[config.mk]
export PLATFORM = sky130hd
export DESIGN_NAME = rgb_marker_overlay
export DESIGN_NICKNAME = d
export VERILOG_FILES = /design/src/rtl/rgb_marker_overlay.sv
export SDC_FILE = /design/constraint.sdc
export NUM_CORES = 1
export LEC_CHECK = 0
export CORE_MARGIN = 4
export CORE_UTILIZATION = 50
export CTS_BUF_LIST = sky130_fd_sc_hd__clkbuf_8
export DETAILED_ROUTE_END_ITERATION = 16
export GPL_TIMING_DRIVEN = 0
export PLACE_DENSITY = 0.75
export SLEW_MARGIN = 10
export SYNTH_ARGS = -nofsm -noshare
export SYNTH_HDL_FRONTEND = slang
export SYNTH_SLANG_ARGS = --single-unit
[constraint.sdc]
create_clock -name iCLK -period 3.8 [get_ports iCLK]
set_clock_uncertainty 0.15 [all_clocks]
set_input_delay 1.14 -clock iCLK [delete_from_list [all_inputs] [get_ports iCLK]]
set_output_delay 1.14 -clock iCLK [all_outputs]
set_load 0.05 [all_outputs]
[src/rtl/rgb_marker_overlay.sv]
// Camera-path overlay: draws calibration markers and blanks pixels outside
// a crop window, with frame-aligned configuration commit.
module rgb_marker_overlay #(
  parameter int CW         = 8,
  parameter int AW         = 13,
  parameter int NMARK      = 4,
  parameter int MSIZE      = 5,
  parameter int BLINK_LOG2 = 5
) (
  input  logic          iCLK,
  input  logic          iRST_N,
  input  logic          iValid,
  input  logic          iFrameStart,
  input  logic [CW-1:0] iR,
  input  logic [CW-1:0] iG,
  input  logic [CW-1:0] iB,
  input  logic [AW-1:0] iRow,
  input  logic [AW-1:0] iCol,
  input  logic [1:0]    iMode,
  input  logic          iCfgWr,
  input  logic [3:0]    iCfgAddr,
  input  logic [AW-1:0] iCfgData,
  output logic          oValid,
  output logic [CW-1:0] oR,
  output logic [CW-1:0] oG,
  output logic [CW-1:0] oB,
  output logic [AW-1:0] oRow,
  output logic [AW-1:0] oCol
);

  function automatic logic [AW-1:0] def_row(int i);
    return (i >= 2) ? AW'(474) : '0;
  endfunction

  function automatic logic [AW-1:0] def_col(int i);
    return (i % 2 == 1) ? AW'(621) : '0;
  endfunction

  logic [AW-1:0]    sh_mr_q [NMARK];
  logic [AW-1:0]    sh_mr_d [NMARK];
  logic [AW-1:0]    sh_mc_q [NMARK];
  logic [AW-1:0]    sh_mc_d [NMARK];
  logic [AW-1:0]    sh_crow_q, sh_crow_d;
  logic [AW-1:0]    sh_ccol_q, sh_ccol_d;
  logic [NMARK-1:0] sh_en_q, sh_en_d;

  logic [AW-1:0]    ac_mr_q [NMARK];
  logic [AW-1:0]    ac_mr_d [NMARK];
  logic [AW-1:0]    ac_mc_q [NMARK];
  logic [AW-1:0]    ac_mc_d [NMARK];
  logic [AW-1:0]    ac_crow_q, ac_crow_d;
  logic [AW-1:0]    ac_ccol_q, ac_ccol_d;
  logic [NMARK-1:0] ac_en_q, ac_en_d;

  logic [BLINK_LOG2:0] blink_q, blink_d;

  always_comb begin
    sh_mr_d   = sh_mr_q;
    sh_mc_d   = sh_mc_q;
    sh_crow_d = sh_crow_q;
    sh_ccol_d = sh_ccol_q;
    sh_en_d   = sh_en_q;
    if (iCfgWr) begin
      for (int i = 0; i < NMARK; i++) begin
        if (iCfgAddr == 4'(2*i))   sh_mr_d[i] = iCfgData;
        if (iCfgAddr == 4'(2*i+1)) sh_mc_d[i] = iCfgData;
      end
      if (iCfgAddr == 4'd8)  sh_crow_d = iCfgData;
      if (iCfgAddr == 4'd9)  sh_ccol_d = iCfgData;
      if (iCfgAddr == 4'd10) sh_en_d   = iCfgData[NMARK-1:0];
    end
  end

  // Commit takes the shadow as it stood before this cycle's write.
  always_comb begin
    ac_mr_d   = ac_mr_q;
    ac_mc_d   = ac_mc_q;
    ac_crow_d = ac_crow_q;
    ac_ccol_d = ac_ccol_q;
    ac_en_d   = ac_en_q;
    blink_d   = blink_q;
    if (iFrameStart) begin
      ac_mr_d   = sh_mr_q;
      ac_mc_d   = sh_mc_q;
      ac_crow_d = sh_crow_q;
      ac_ccol_d = sh_ccol_q;
      ac_en_d   = sh_en_q;
      blink_d   = blink_q + 1'b1;
    end
  end

  always_ff @(posedge iCLK or negedge iRST_N) begin
    if (!iRST_N) begin
      for (int i = 0; i < NMARK; i++) begin
        sh_mr_q[i] <= def_row(i);
        sh_mc_q[i] <= def_col(i);
        ac_mr_q[i] <= def_row(i);
        ac_mc_q[i] <= def_col(i);
      end
      sh_crow_q <= AW'(478);
      sh_ccol_q <= AW'(625);
      sh_en_q   <= '1;
      ac_crow_q <= AW'(478);
      ac_ccol_q <= AW'(625);
      ac_en_q   <= '1;
      blink_q   <= '0;
    end else begin
      sh_mr_q   <= sh_mr_d;
      sh_mc_q   <= sh_mc_d;
      sh_crow_q <= sh_crow_d;
      sh_ccol_q <= sh_ccol_d;
      sh_en_q   <= sh_en_d;
      ac_mr_q   <= ac_mr_d;
      ac_mc_q   <= ac_mc_d;
      ac_crow_q <= ac_crow_d;
      ac_ccol_q <= ac_ccol_d;
      ac_en_q   <= ac_en_d;
      blink_q   <= blink_d;
    end
  end

  logic [NMARK-1:0] s1_hit_q, s1_hit_d;
  logic             s1_crop_q, s1_crop_d;
  logic             s1_blink_q, s1_blink_d;
  logic             s1_v_q;
  logic [1:0]       s1_mode_q;
  logic [CW-1:0]    s1_r_q, s1_g_q, s1_b_q;
  logic [AW-1:0]    s1_row_q, s1_col_q;

  // Upper bounds are formed one bit wider so markers at the edge never wrap.
  always_comb begin
    for (int i = 0; i < NMARK; i++) begin
      s1_hit_d[i] = ac_en_q[i]
        && ({1'b0, iRow} >= {1'b0, ac_mr_q[i]})
        && ({1'b0, iRow} < ({1'b0, ac_mr_q[i]} + (AW+1)'(MSIZE)))
        && ({1'b0, iCol} >= {1'b0, ac_mc_q[i]})
        && ({1'b0, iCol} < ({1'b0, ac_mc_q[i]} + (AW+1)'(MSIZE)));
    end
    s1_crop_d  = (iRow < ac_crow_q) && (iCol < ac_ccol_q);
    s1_blink_d = ~blink_q[BLINK_LOG2];
  end

  always_ff @(posedge iCLK or negedge iRST_N) begin
    if (!iRST_N) begin
      s1_hit_q   <= '0;
      s1_crop_q  <= 1'b0;
      s1_blink_q <= 1'b0;
      s1_v_q     <= 1'b0;
      s1_mode_q  <= 2'd0;
      s1_r_q     <= '0;
      s1_g_q     <= '0;
      s1_b_q     <= '0;
      s1_row_q   <= '0;
      s1_col_q   <= '0;
    end else begin
      s1_hit_q   <= s1_hit_d;
      s1_crop_q  <= s1_crop_d;
      s1_blink_q <= s1_blink_d;
      s1_v_q     <= iValid;
      s1_mode_q  <= iMode;
      s1_r_q     <= iR;
      s1_g_q     <= iG;
      s1_b_q     <= iB;
      s1_row_q   <= iRow;
      s1_col_q   <= iCol;
    end
  end

  logic          mark_ok;
  logic          v_q;
  logic [CW-1:0] r_q, r_d, g_q, g_d, b_q, b_d;
  logic [AW-1:0] row_q, col_q;

  always_comb begin
    r_d     = s1_r_q;
    g_d     = s1_g_q;
    b_d     = s1_b_q;
    mark_ok = (|s1_hit_q)
      && ((s1_mode_q == 2'd1) || ((s1_mode_q == 2'd2) && s1_blink_q));
    if ((s1_mode_q != 2'd0) && !s1_crop_q) begin
      r_d = '0;
      g_d = '0;
      b_d = '0;
    end
    // Walk from the top so the lowest-index hit wins.
    if (mark_ok) begin
      for (int i = NMARK - 1; i >= 0; i--) begin
        if (s1_hit_q[i]) begin
          r_d = (i == 0 || i == 3) ? '1 : '0;
          g_d = (i == 1 || i == 3) ? '1 : '0;
          b_d = (i == 2 || i == 3) ? '1 : '0;
        end
      end
    end
  end

  always_ff @(posedge iCLK or negedge iRST_N) begin
    if (!iRST_N) begin
      v_q   <= 1'b0;
      r_q   <= '0;
      g_q   <= '0;
      b_q   <= '0;
      row_q <= '0;
      col_q <= '0;
    end else begin
      v_q   <= s1_v_q;
      r_q   <= r_d;
      g_q   <= g_d;
      b_q   <= b_d;
      row_q <= s1_row_q;
      col_q <= s1_col_q;
    end
  end

  assign oValid = v_q;
  assign oR     = r_q;
  assign oG     = g_q;
  assign oB     = b_q;
  assign oRow   = row_q;
  assign oCol   = col_q;

endmodule

==> impl_metrics.ini <==
[route]
routed_wl_mm = 51.4
routedWlPerCell_um = 20.0
num_vias = 14401
first_pass_iters = 5
avgViaCountPerCell = 5.60
initialDrtViolationCount = 993
detail-route-antenna-nets = 0
drc_errors = 0

[worst_setup_path]
crit_path_end_kind = flip-flop
crit_arrival_ns = 4.00
cp.required_ns = 4.14
rrSetupSlack_ns = 0.55
worst_setup_path_start_kind = input pin
criticalPathCategory = in -> reg
cp_max_fo = 10

[synth]
async_reset_ff_frac = 1.00
synth_edf_count = 0
synth.most_common_cell = dfrtp_1
ys.flop_type = dfrtp_1
synth_commonest_cells = 304 x dfrtp_1, 241 x ha_1, 193 x nand2_1
synth.distinct_cells = 59
yosysWarningCount = 0
ys_top_cells_by_area = dfrtp_1 38%, ha_1 15%, dfstp_2 11%
avgSynthCellArea_um2 = 11.0
syn_nets = 2124
netlist.area_leader.share = 0.383
synth_area_um2 = 19900
post-synth-top-area-cell = dfrtp_1
ys_ff_latch = 384
netlist_instances = 1809
ys_seq_area_frac = 0.489

[run_status]
status = finished, final reports clean

[final_layout]
regArea_um2 = 9710
fill_cells = 3108
nets = 2312
area_growth_pct = 16.8
stdcell_count = 2572
drive_gt1_frac = 0.134
multi_input_area_um2 = 9400

[clock_tree]
ctsHtreeMaxLevel = 3
cts-root-buf = clkbuf_8
clkSinkCount = 384
path_clk_slew_ns = 0.06
post_cts_buffers = 0
tritoncts = built
clock_latency_ns = 0.61
clock_path_buffers = 3
cts_resized = 0
cts_made_buffers = 69
hold_buffers = 0

[timing]
rsz0062_at_grt = false
hold_viol = 0
finalCriticalPeriod_ns = 3.66
setup_violations = 0
drv_slew = 0
timing.final.ws_setup_ns = 0.137
fin_crit_sh = 0.964
relSlewSlack = 0.223
fmax_ghz = 0.273
hold_slack_ns = 0.194
worst_pin_slew_ns = 1.16

[place]
hpwl_mm = 35.0
dp.cells = 2444
preCtsSetupSlack_ns = -0.445
gp_congestion = 0.864
io_buffer_count = 114

[grt]
grt_use_met2 = 0.389
grt.busiest_layer = met2
grtUsageTotal = 0.237
overflow = 0
grt_use_met3 = 0.0441
antenna_found_initial = 3
grt_max_degree = 115
met1_usage = 0.311
grt_pass1_wl_mm = 81.0
grt_pass1_vias = 14774

[run]
drv_cap = 0

[die]
start_util = 0.509
num_rows = 72
pin_count = 125
die_x_um = 207
fp.dieH_um = 207
core_um2 = 39000
dieArea_um2 = 43000

[pwr]
powerDensity_nw_per_um2 = 545
vdd_ir_drop_max_mv = 0.265
leakagePower_nw = 10.5

[hold_path]
hold_path_class = reg -> reg
-- cell type report --
type / instances / share of cell area
tap: 518 / 0.0279
antenna: 2 / 0.000216
clock buffer: 86 / 0.0510
multi-input combinational: 1224 / 0.405
sequential: 384 / 0.418
inverter: 144 / 0.0233
clock inverter: 40 / 0.0115
buffer: 57 / 0.00976
timing repair buffer: 117 / 0.0529
-- critical path, stage by stage --
cell and delay [ns]:
clkdlybuf4s50_1 0.98, ha_1 0.37, a21oi_1 0.13, a21oi_1 0.07, a2111oi_0 0.68, o31ai_1 0.34
and4_1 0.28
-- cells by family (layout without fill, tap and decap cells) --
family          Yosys count  after routing  share of synthesized area
compound gates          376            376                      0.112
xor+xnor                 93             93                     0.0410
fa+ha+maj               241            241                      0.152
buf+inv                 201            444                     0.0386
flops                   384            384                      0.489
mux                     142            142                     0.0804
other cells               0              2                          0
simple gates            372            372                     0.0876
-- layout by cell type, fill, tap and decap left out, types with 9 or more instances in the layout --
cell type	instances
a211oi_1	9
a21o_1	38
a21oi_1	86
and3_1	10
buf_1	11
buf_2	10
clkbuf_1	36
clkbuf_8	86
clkdlybuf4s50_1	113
clkinv_2	14
dfrtp_1	304
dfstp_2	80
ha_1	241
inv_1	159
mux2_1	79
mux2_2	62
nand2_1	193
nand3_1	26
nand4_1	30
nor2_1	45
nor2b_1	14
nor3_1	21
o2111ai_1	9
o211ai_1	15
o21ai_0	162
xnor2_1	84
xor2_1	9
-- state kept, by name, summed over array words and instances (netlist names), 6 cells and up --
name and count:
ac_mc_q 52, ac_mr_q 52, blink_q 6, s1_r_q 8, sh_mc_q 52, ac_crow_q 13, s1_col_q 13, oB 8
ac_ccol_q 13, sh_mr_q 52, oCol 13, s1_b_q 8, sh_ccol_q 13, s1_row_q 13, sh_crow_q 13, oR 8
s1_g_q 8, oG 8, oRow 13
-- worst paths after layout --
| path | from | endpoint | cells after the start |
|---|---|---|---|
| hold reg to reg | s1_col_q[4] | oCol[4] | 0 |
| setup reg to reg | ac_mc_q[39] | s1_hit_q[0] | 12 |
| max in group asynchronous | iRST_N | ac_mc_q[31] | 3 |
| setup / recovery | iCol[2] | s1_hit_q[2] | 7 |
| min in group asynchronous | iRST_N | oG[1] | 1 |
| hold / removal | s1_col_q[4] | oCol[4] | 0 |
-- per-layer routing --
layer,share of wire,up-vias,wire (um)
met5,0,-,0
met4,0.038,0,1940
met3,0.058,114,2970
met2,0.48,462,24500
met1,0.43,7097,22000
li1,-,6728,-
-- power breakdown --
group	switching, W	total (W)	internal (W)	leakage (nW)
sequential	0.000437	0.00542	0.00498	4.58
combinational	0.00185	0.00322	0.00137	5.13
clock	0.00175	0.00401	0.00226	0.816
-- metrics by stage --
| step | TNS [ns] | total power, W | cell area, um2 | utilization |
|---|---|---|---|---|
| 2_1_floorplan | 0 | 0.00759 | 19900 | - |
| 3_3_place_gp | -5224.96 | 0.00847 | 21700 | 0.555 |
| 3_5_place_dp | -1.43 | 0.00866 | 21700 | 0.558 |
| 4_1_cts | 0 | 0.0127 | 23200 | 0.595 |
| 5_1_grt | 0 | 0.0134 | 23200 | 0.595 |
| 6_report | 0 | 0.0126 | 23200 | 0.595 |
Note: power is estimated with default switching activity, not from simulation.
